## config.mk

```make
export PLATFORM = sky130hd
export DESIGN_NAME = melody_sequencer
export DESIGN_NICKNAME = d
export VERILOG_FILES = /design/src/rtl/piano_pkg.sv /design/src/rtl/melody_rom.sv /design/src/rtl/melody_sequencer.sv
export SDC_FILE = /design/constraint.sdc
export NUM_CORES = 1
export LEC_CHECK = 0
export CORE_ASPECT_RATIO = 1.5
export CORE_UTILIZATION = 35
export DETAILED_ROUTE_END_ITERATION = 6
export SLEW_MARGIN = 25
export SYNTH_ARGS = -nofsm -noshare
export SYNTH_HDL_FRONTEND = slang
export SYNTH_SLANG_ARGS = --single-unit
export TNS_END_PERCENT = 50
```

## constraint.sdc

```tcl
create_clock -name clk -period 4.9 [get_ports clk]
set_input_delay 0.98 -clock clk [delete_from_list [all_inputs] [get_ports clk]]
set_output_delay 0.98 -clock clk [all_outputs]
set_load 0.05 [all_outputs]
```

## src/rtl/piano_pkg.sv

```systemverilog
// Shared definitions for the piano melody player: note bit positions,
// ROM entry layout, sequencer states and the built-in song.
package piano_pkg;

  // Bit positions in the 8-bit note-enable mask (same order as sw[7:0]).
  localparam int NOTE_C4 = 7;
  localparam int NOTE_D4 = 6;
  localparam int NOTE_E4 = 5;
  localparam int NOTE_F4 = 4;
  localparam int NOTE_G4 = 3;
  localparam int NOTE_A4 = 2;
  localparam int NOTE_B4 = 1;
  localparam int NOTE_C5 = 0;

  localparam int MAX_SONG_LEN = 16;

  // One ROM word: which tones sound, and for how many beat ticks.
  // A duration of zero marks the end of the song.
  typedef struct packed {
    logic [7:0] mask;
    logic [3:0] dur;
  } note_entry_t;

  typedef enum logic [1:0] {
    ST_IDLE,
    ST_FETCH,
    ST_PLAY,
    ST_GAP
  } state_t;

  // Built-in tune: C-E-G-C' arpeggio up and back down, then terminator.
  // Element 15 is the leftmost word of the concatenation.
  localparam note_entry_t [MAX_SONG_LEN-1:0] DEFAULT_SONG = {
    {8{12'h000}},
    {8'h00, 4'd0},   // 7: end of song
    {8'h80, 4'd4},   // 6: C4
    {8'h20, 4'd2},   // 5: E4
    {8'h08, 4'd2},   // 4: G4
    {8'h01, 4'd4},   // 3: C5
    {8'h08, 4'd2},   // 2: G4
    {8'h20, 4'd2},   // 1: E4
    {8'h80, 4'd2}    // 0: C4
  };

endpackage

```

## src/rtl/melody_rom.sv

```systemverilog
// Song ROM with a registered read port; the one-cycle read latency is
// what the sequencer's FETCH state waits out.
module melody_rom
  import piano_pkg::*;
#(
  parameter int                           SONG_LEN = 16,
  parameter note_entry_t [SONG_LEN-1:0]   SONG     = DEFAULT_SONG[SONG_LEN-1:0]
) (
  input  logic        clk,
  input  logic [3:0]  i_addr,
  output note_entry_t o_entry
);

  note_entry_t w_mem [MAX_SONG_LEN];
  note_entry_t r_entry;

  // Entries beyond the song length read as end-of-song markers.
  for (genvar gi = 0; gi < MAX_SONG_LEN; gi++) begin : g_mem
    if (gi < SONG_LEN) begin : g_used
      assign w_mem[gi] = SONG[gi];
    end else begin : g_pad
      assign w_mem[gi] = '0;
    end
  end

  // Registered read.
  always_ff @(posedge clk) begin
    r_entry <= w_mem[i_addr];
  end

  assign o_entry = r_entry;

endmodule

```

## src/rtl/melody_sequencer.sv

```systemverilog
// Steps through the song ROM, driving the piano note-enable mask: each
// note plays for dur beat ticks, followed by one silent tick.
module melody_sequencer
  import piano_pkg::*;
#(
  parameter int                         TICK_DIV = 1562500,
  parameter int                         SONG_LEN = 16,
  parameter note_entry_t [SONG_LEN-1:0] SONG     = DEFAULT_SONG[SONG_LEN-1:0]
) (
  input  logic       clk,
  input  logic       rst_n,
  input  logic       start,
  input  logic       stop,
  input  logic       loop_en,
  output logic [7:0] note_mask,
  output logic       playing,
  output logic       done,
  output logic [3:0] step_idx
);

  localparam int             CW        = (TICK_DIV > 1) ? $clog2(TICK_DIV) : 1;
  localparam logic [CW-1:0]  TICK_LAST = CW'(TICK_DIV - 1);
  localparam logic [3:0]     STEP_LAST = 4'(SONG_LEN - 1);

  state_t        r_state, w_state_next;
  logic [3:0]    r_step, w_step_next;
  logic [3:0]    r_rem, w_rem_next;
  logic [CW-1:0] r_cnt, w_cnt_next;
  logic [7:0]    r_mask, w_mask_next;
  logic          r_done, w_done_next;
  logic          w_tick;
  logic          w_eos;
  note_entry_t   w_entry;

  // The ROM is addressed with the next step index so that the word for
  // the step being entered is ready during its FETCH cycle.
  melody_rom #(
    .SONG_LEN (SONG_LEN),
    .SONG     (SONG)
  ) u_rom (
    .clk     (clk),
    .i_addr  (w_step_next),
    .o_entry (w_entry)
  );

  assign w_tick = (r_cnt == TICK_LAST);

  // Next-state, next-output and counter logic.
  always_comb begin
    w_state_next = r_state;
    w_step_next  = r_step;
    w_rem_next   = r_rem;
    w_mask_next  = r_mask;
    w_cnt_next   = '0;
    w_done_next  = 1'b0;
    w_eos        = 1'b0;

    case (r_state)
      ST_IDLE: begin
        w_mask_next = '0;
        w_step_next = '0;
        if (start) w_state_next = ST_FETCH;
      end
      ST_FETCH: begin
        w_mask_next = '0;
        if (w_entry.dur != 4'd0) begin
          w_state_next = ST_PLAY;
          w_mask_next  = w_entry.mask;
          w_rem_next   = w_entry.dur;
        end else begin
          w_eos = 1'b1;
        end
      end
      ST_PLAY: begin
        if (w_tick) begin
          if (r_rem == 4'd1) begin
            w_state_next = ST_GAP;
            w_mask_next  = '0;
          end else begin
            w_rem_next = r_rem - 4'd1;
          end
        end else begin
          w_cnt_next = r_cnt + 1'b1;
        end
      end
      ST_GAP: begin
        if (w_tick) begin
          if (r_step == STEP_LAST) begin
            w_eos = 1'b1;
          end else begin
            w_step_next  = r_step + 4'd1;
            w_state_next = ST_FETCH;
          end
        end else begin
          w_cnt_next = r_cnt + 1'b1;
        end
      end
      default: w_state_next = ST_IDLE;
    endcase

    // End of song: either loop back to the first entry or stop with done.
    if (w_eos) begin
      w_step_next = '0;
      w_mask_next = '0;
      if (loop_en) begin
        w_state_next = ST_FETCH;
      end else begin
        w_state_next = ST_IDLE;
        w_done_next  = 1'b1;
      end
    end

    // Stop overrides everything, including start and end-of-song.
    if (stop) begin
      w_state_next = ST_IDLE;
      w_step_next  = '0;
      w_mask_next  = '0;
      w_rem_next   = '0;
      w_cnt_next   = '0;
      w_done_next  = 1'b0;
    end
  end

  // State and output registers.
  always_ff @(posedge clk or negedge rst_n) begin
    if (!rst_n) begin
      r_state <= ST_IDLE;
      r_step  <= '0;
      r_rem   <= '0;
      r_cnt   <= '0;
      r_mask  <= '0;
      r_done  <= 1'b0;
    end else begin
      r_state <= w_state_next;
      r_step  <= w_step_next;
      r_rem   <= w_rem_next;
      r_cnt   <= w_cnt_next;
      r_mask  <= w_mask_next;
      r_done  <= w_done_next;
    end
  end

  assign note_mask = r_mask;
  assign playing   = (r_state != ST_IDLE);
  assign done      = r_done;
  assign step_idx  = r_step;

endmodule

```

==> key figures, run 1 <==
GRT
  • Initial antenna violation count: 0
  • Largest net degree at the start of global routing: 37
  • Global-route wire length before repair: 7.45 mm
  • Vias in the first global route: 1631
  • Gr usage total: 0.144
  • Congestion Overflow GR: 0

Layout
  • Diode count: 0
  • Register Area: 0.00102 mm^2
  • Post-layout util: 0.407
  • Cell area after layout: 0.00253 mm^2
  • Most common cell after layout, fill and taps aside: nor2_1
  • Multi-input gate area: 0.00115 mm^2
  • Share of layout cells above drive strength 1: 0.0632
  • Area grow syn2layout: 11.5%
  • Nets@finish: 267
  • Filler cell count: 650
  • Commonest non-fill, non-tap cells in the layout: nor2_1 (40), dfrtp_1 (36), nand2_1 (19)
  • Cell Count, Final, Fillers Out: 327

CTS
  • Hold buffers post-CTS: 0
  • CTS Buf Count: 5
  • Clock sink count: 42
  • Worst-Skew Late Latency: 300 ps
  • H-Tree Depth: 2
  • Longest Clk Path Bufs: 2
  • CTS tree: built
  • CTS resizes: 0
  • Root Driver: clkbuf_8
  • Clk slew on worst S/H paths: 90 ps
  • Post CTS Setup Buffer Count: 0

Floorplan
  • Die H: 101 um
  • Starting density of the core: 0.365
  • Die Width: 67.8 um
  • # IOs: 19
  • Rows: 35
  • Die area: 0.00682 mm^2
  • Core Area: 0.00622 mm^2

Power and ir drop
  • Leak: 0.00106 uW
  • VDD IR max: 0.000190 V
  • Sw Pwr: 361 uW
  • Clk pwr share: 0.249
  • Switching portion of total power: 0.376
  • PD cells: 380 mW/mm^2
  • Seq pwr share: 0.407
  • Comb power frac: 0.343
  • Pint: 599 uW

Synthesis
  • Yosys top cell area share: 0.397
  • Post-synthesis async set-or-reset flop share: 0.857
  • Cell count after synthesis: 240
  • Synth Flop Type: dfrtp_1
  • Yosys Warn Count: 0
  • Ranking of synthesized cells by area: dfrtp_1 (40%), nor2_1 (6.6%), ha_1 (5.5%), dfxtp_1 (5.3%), xnor2_1 (4.6%)
  • Post-synth cell types: 47
  • Number of synthesized flops with an enable pin: 0
  • Post-synthesis cell area: 0.00227 mm^2
  • #FFs+latches synth: 42
  • Post-synth top area cell: dfrtp_1
  • Share of the yosys chip area belonging to registers: 0.450
  • Mapped Avg Cell Area: 9.46 um^2

Min path
  • WHS Endpoint: note_mask[5]
  • Hold Crit Start: u_rom.o_entry[9]
  • Hold Crit Class: reg -> reg
  • Hold path cells: 2

Timing
  • Pins Over Slew Limit: 0
  • Total negative slack: 0 ps
  • Setup ws final: 2060 ps
  • Skew final: 9.17 ps
  • Fmax: 352 MHz
  • # setup viols final: 0
  • Worst-Margin Slew: 824 ps
  • Final hold vios: 0
  • Post-route clock period utilization: 0.580
  • Slew HR: 0.451
  • Unrepaired setup endpoints after global routing: no
  • Fin crit period: 2840 ps

Worst setup path
  • Reg2reg end: r_rem[2]
  • Reg2reg start: r_state[1]
  • Slowest cell on crit path: clkdlybuf4s50_1
  • CP Class: reg -> out
  • Critical Path, Cell by Cell: inv_1 > ha_1 > inv_1 > clkdlybuf4s50_1
  • R2R Setup Slk: 2310 ps
  • Reg2reg path depth: 8
  • Worst EP required: 3920 ps
  • Arrival @ worst endpoint: 1860 ps
  • Setup crit end kind: primary output
  • CP max stage delay: 780 ps
  • Crit-path max FO: 4
  • Critical path startpoint category: register
  • Critical path's most frequent cell: inv_1

Place
  • DPL Wire Length: 3.13 mm
  • Post-Place Cells: 319
  • RD Place Congestion: 0.791
  • Placed cell areas: 0.00243 mm^2
  • Post-Place Setup Slack: 1980 ps
  • Port buffer count: 14

Route
  • WL per Instance: 13.1 um
  • TritonRoute pass-1 iters: 4
  • Vias per std cell: 5.06
  • ANT nets after route: 0
  • DRT Wirelength: 4.30 mm
  • Via count: 1654
  • Initial DRC Count: 86
  • DRC: 0

Run
  • Max cap viols: 0

Status
  • Status: complete, no violations
kinds of logic after synthesis:
kind of cell	count (synthesis)	synth area share
buf+inv	22	0.0502
fa+ha+maj	10	0.0551
compound gates	20	0.0595
flops	42	0.450
mux	7	0.0309
xor+xnor	23	0.0888
other cells	1	0.00165
simple gates	115	0.264
routing by layer:
| layer | share of wire | GRT usage | vias to the layer above |
|---|---|---|---|
| li1 | - | - | 822 |
| met4 | 0.0077 | 0.0426 | 0 |
| met1 | 0.40 | 0.166 | 806 |
| met3 | 0.028 | 0.0317 | 5 |
| met2 | 0.56 | 0.257 | 21 |
| met5 | 0 | 0 | - |
worst max-delay path by stage:
stage	slack (ps)	endpoint	startpoint
2_1_floorplan	2590	r_rem[2]	r_state[1]
3_3_place_gp	2030	r_rem[2]	stop
3_5_place_dp	1980	r_rem[2]	stop
4_1_cts	2030	playing	r_state[0]
5_1_grt	1960	playing	r_state[0]
6_report	2060	playing	r_state[0]
through the flow:
| stage | hold WS (ps) | power (uW) |
|---|---|---|
| after detailed placement | 424 | 733 |
| after global placement | 421 | 731 |
| after CTS | 437 | 976 |
| after global routing | 453 | 1030 |
| final | 436 | 960 |
| after floorplan | 415 | 652 |
cell usage after synthesis (all sizes together) (6+ instances only):
library cell	n
and3	10
xnor2	12
mux2i	7
ha	10
dfxtp	6
dfrtp	36
buf	7
nand3	12
nor3	6
nor2	40
xor2	11
nand2	19
inv	10
area by class of cell:
type	instances	area share
inverters	10	0.0148
flip-flops and latches	42	0.404
clock inverters	3	0.0114
clock buffers	5	0.0272
repair buffers	14	0.0534
well taps	74	0.0366
multi-input cells	179	0.453
power by group through the flow:
| stage | logic, uW | clock network, uW | registers, uW |
|---|---|---|---|
| 2_1_floorplan | 247 | 0 | 406 |
| 3_3_place_gp | 332 | 0 | 399 |
| 3_5_place_dp | 334 | 0 | 399 |
| 4_1_cts | 335 | 249 | 392 |
| 5_1_grt | 374 | 261 | 395 |
| 6_report | 330 | 239 | 391 |
flip-flops by register name, summed over array words and instances (netlist names):
signal         flops
r_rem              4
r_state            2
step_idx           4
done               1
u_rom.o_entry      6
r_cnt             21
note_mask          4
critical path, delay by kind of cell (launching register included):
kind,cells,cell delay [ps]
adder cells (fa/ha/maj),1,220
buffers and inverters,3,930
flip-flops,1,400
Note: power is estimated with default switching activity, not from simulation.
==> inputs of run 2 (changes only) <==
==> constraint.sdc (replaced) <==
create_clock -name clk -period 2.7 [get_ports clk]
set_input_delay 0.54 -clock clk [delete_from_list [all_inputs] [get_ports clk]]
set_output_delay 0.54 -clock clk [all_outputs]
set_load 0.05 [all_outputs]
==> key figures, run 2 (same netlist as run 1, synthesis figures left out) <==
Status
  • Status: complete, no violations

CTS
  • Clk slew on worst S/H paths: 90 ps (about the same)
  • CTS tree: built
  • Clock sink count: 42 (unchanged)
  • H-Tree Depth: 2 (unchanged)
  • CTS resizes: 0 (unchanged)
  • CTS Buf Count: 5 (unchanged)
  • Root Driver: clkbuf_8
  • Worst-Skew Late Latency: 300 ps (about the same)
  • Longest Clk Path Bufs: 2 (unchanged)
  • Post CTS Setup Buffer Count: 0 (unchanged)
  • Hold buffers post-CTS: 0 (unchanged)

GRT
  • Gr usage total: 0.152 (+0.00750)
  • Initial antenna violation count: 0 (unchanged)
  • Vias in the first global route: 1706 (+4.6%)
  • Global-route wire length before repair: 7.73 mm (+3.8%)
  • Largest net degree at the start of global routing: 37 (unchanged)
  • Congestion Overflow GR: 0 (unchanged)

Worst setup path
  • Reg2reg start: r_cnt[0]
  • Cell family with most CP delay: buffers and inverters
  • Reg2reg path depth: 7 (-1)
  • Sum of buffers and inverters on the critical path: 3 (unchanged)
  • Slowest cell on crit path: clkdlybuf4s50_1
  • Arrival @ worst endpoint: 1890 ps (+30 ps)
  • Reg2reg end: u_rom.o_entry[11]
  • Critical path startpoint category: register
  • CP Class: reg -> out
  • Critical Path, Cell by Cell: inv_1 > ha_1 > inv_1 > clkdlybuf4s50_1
  • Worst EP required: 2160 ps (-1760 ps)
  • R2R Setup Slk: 390 ps (-1920 ps)
  • CP max stage delay: 780 ps (about the same)
  • Setup crit end kind: primary output
  • Critical path's most frequent cell: inv_1
  • Crit-path max FO: 4 (unchanged)

Floorplan
  • Core Area: 0.00622 mm^2 (unchanged)
  • Die Width: 67.8 um (unchanged)
  • Die area: 0.00682 mm^2 (unchanged)
  • # IOs: 19 (unchanged)
  • Starting density of the core: 0.365 (unchanged)
  • Rows: 35 (unchanged)
  • Die H: 101 um (unchanged)

Timing
  • Final hold vios: 0 (unchanged)
  • Fmax: 411 MHz
  • Unrepaired setup endpoints after global routing: no
  • Total negative slack: 0 ps (unchanged)
  • Setup ws final: 270 ps (-1790 ps)
  • Worst-Margin Slew: 833 ps (+8.68 ps)
  • Skew final: 13.6 ps (+4.46 ps)
  • Pins Over Slew Limit: 0 (unchanged)
  • Fin crit period: 2430 ps
  • Post-route clock period utilization: 0.900
  • Minimum hold slack: 321 ps (-115 ps)
  • Slew HR: 0.445 (-0.00579)
  • # setup viols final: 0 (unchanged)

Route
  • WL per Instance: 13.2 um (+0.60%)
  • Vias per std cell: 5.01 (-1.0%)
  • DRT Wirelength: 4.40 mm (+2.4%)
  • TritonRoute pass-1 iters: 4 (unchanged)
  • Initial DRC Count: 66 (-23%)
  • DRC: 0 (unchanged)
  • Via count: 1667 (+0.79%)
  • ANT nets after route: 0 (unchanged)

Place
  • RD Place Congestion: 0.746 (-5.8%)
  • Port buffer count: 14 (unchanged)
  • DPL Wire Length: 3.21 mm (+2.5%)
  • Post-Place Setup Slack: 378 ps (-1600 ps)

Layout
  • Most common cell after layout, fill and taps aside: nor2_1
  • Area grow syn2layout: 13.2%
  • Share of layout cells above drive strength 1: 0.0849 (+0.0217)
  • Filler cell count: 648 (-0.31%)
  • Largest Register: r_cnt
  • Diode count: 0 (unchanged)
  • Commonest non-fill, non-tap cells in the layout: nor2_1 (40), dfrtp_1 (36), nand2_1 (19)
  • Nets@finish: 273 (+2.2%)
  • Largest register FFs: 21 (unchanged)

Power and ir drop
  • Total power: 1750 uW (+82%)
  • Leak: 0.00108 uW (+1.7%)
  • VDD IR max: 0.000362 V (+90%)
  • PD cells: 680 mW/mm^2 (+79%)

Min path
  • Hold Crit Class: in -> async

Run
  • Max cap viols: 0 (unchanged)
==> run 2: cell type report <==
| type | count | area, um^2 | share of cell area |
|---|---|---|---|
| flip-flops and latches | 42 | 1020 | 0.397 |
| clock inverters | 3 | 23.8 | 0.00925 |
| repair buffers | 20 | 180 | 0.0701 |
| clock buffers | 5 | 68.8 | 0.0268 |
| inverters | 10 | 37.5 | 0.0146 |
| multi-input cells | 179 | 1150 | 0.446 |
| well taps | 74 | 92.6 | 0.0360 |
==> run 2: stage by stage <==
| step | util | cell area (um^2) | instances |
|---|---|---|---|
| final | 0.413 | 2570 | 333 |
| after CTS | 0.413 | 2570 | 333 |
| after floorplan | - | 2280 | 243 |
| after detailed placement | 0.398 | 2480 | 325 |
| after global routing | 0.413 | 2570 | 333 |
| after global placement | 0.398 | 2480 | 325 |
==> run 2: how the worst max path moves through the flow <==
stage	startpoint	to	slack, ps	cells after the start
2_1_floorplan	r_state[1]	r_rem[2]	390	8
3_3_place_gp	r_cnt[0]	u_rom.o_entry[11]	420	6
3_5_place_dp	r_cnt[0]	u_rom.o_entry[4]	380	7
4_1_cts	r_state[0]	playing	260	4
5_1_grt	r_cnt[0]	u_rom.o_entry[11]	190	7
6_report	r_state[0]	playing	270	4
==> run 2: layer usage <==
layer  share of wire  wire (um)  up-vias  track usage
met5               0          0        -            0
met4           0.022         98        0       0.0769
met3           0.030        132        8       0.0271
met2            0.52       2280       26        0.258
met1            0.43       1890      800        0.176
li1                -          -      833            -
==> run 2: where the power goes <==
part | leakage (uW) | total [uW] | internal, uW | switching (uW)
clock network | 0.0000408 | 420 | 185 | 235
registers | 0.000546 | 708 | 668 | 39.8
logic | 0.000491 | 620 | 243 | 377
total | 0.00108 | 1750 | 1100 | 652
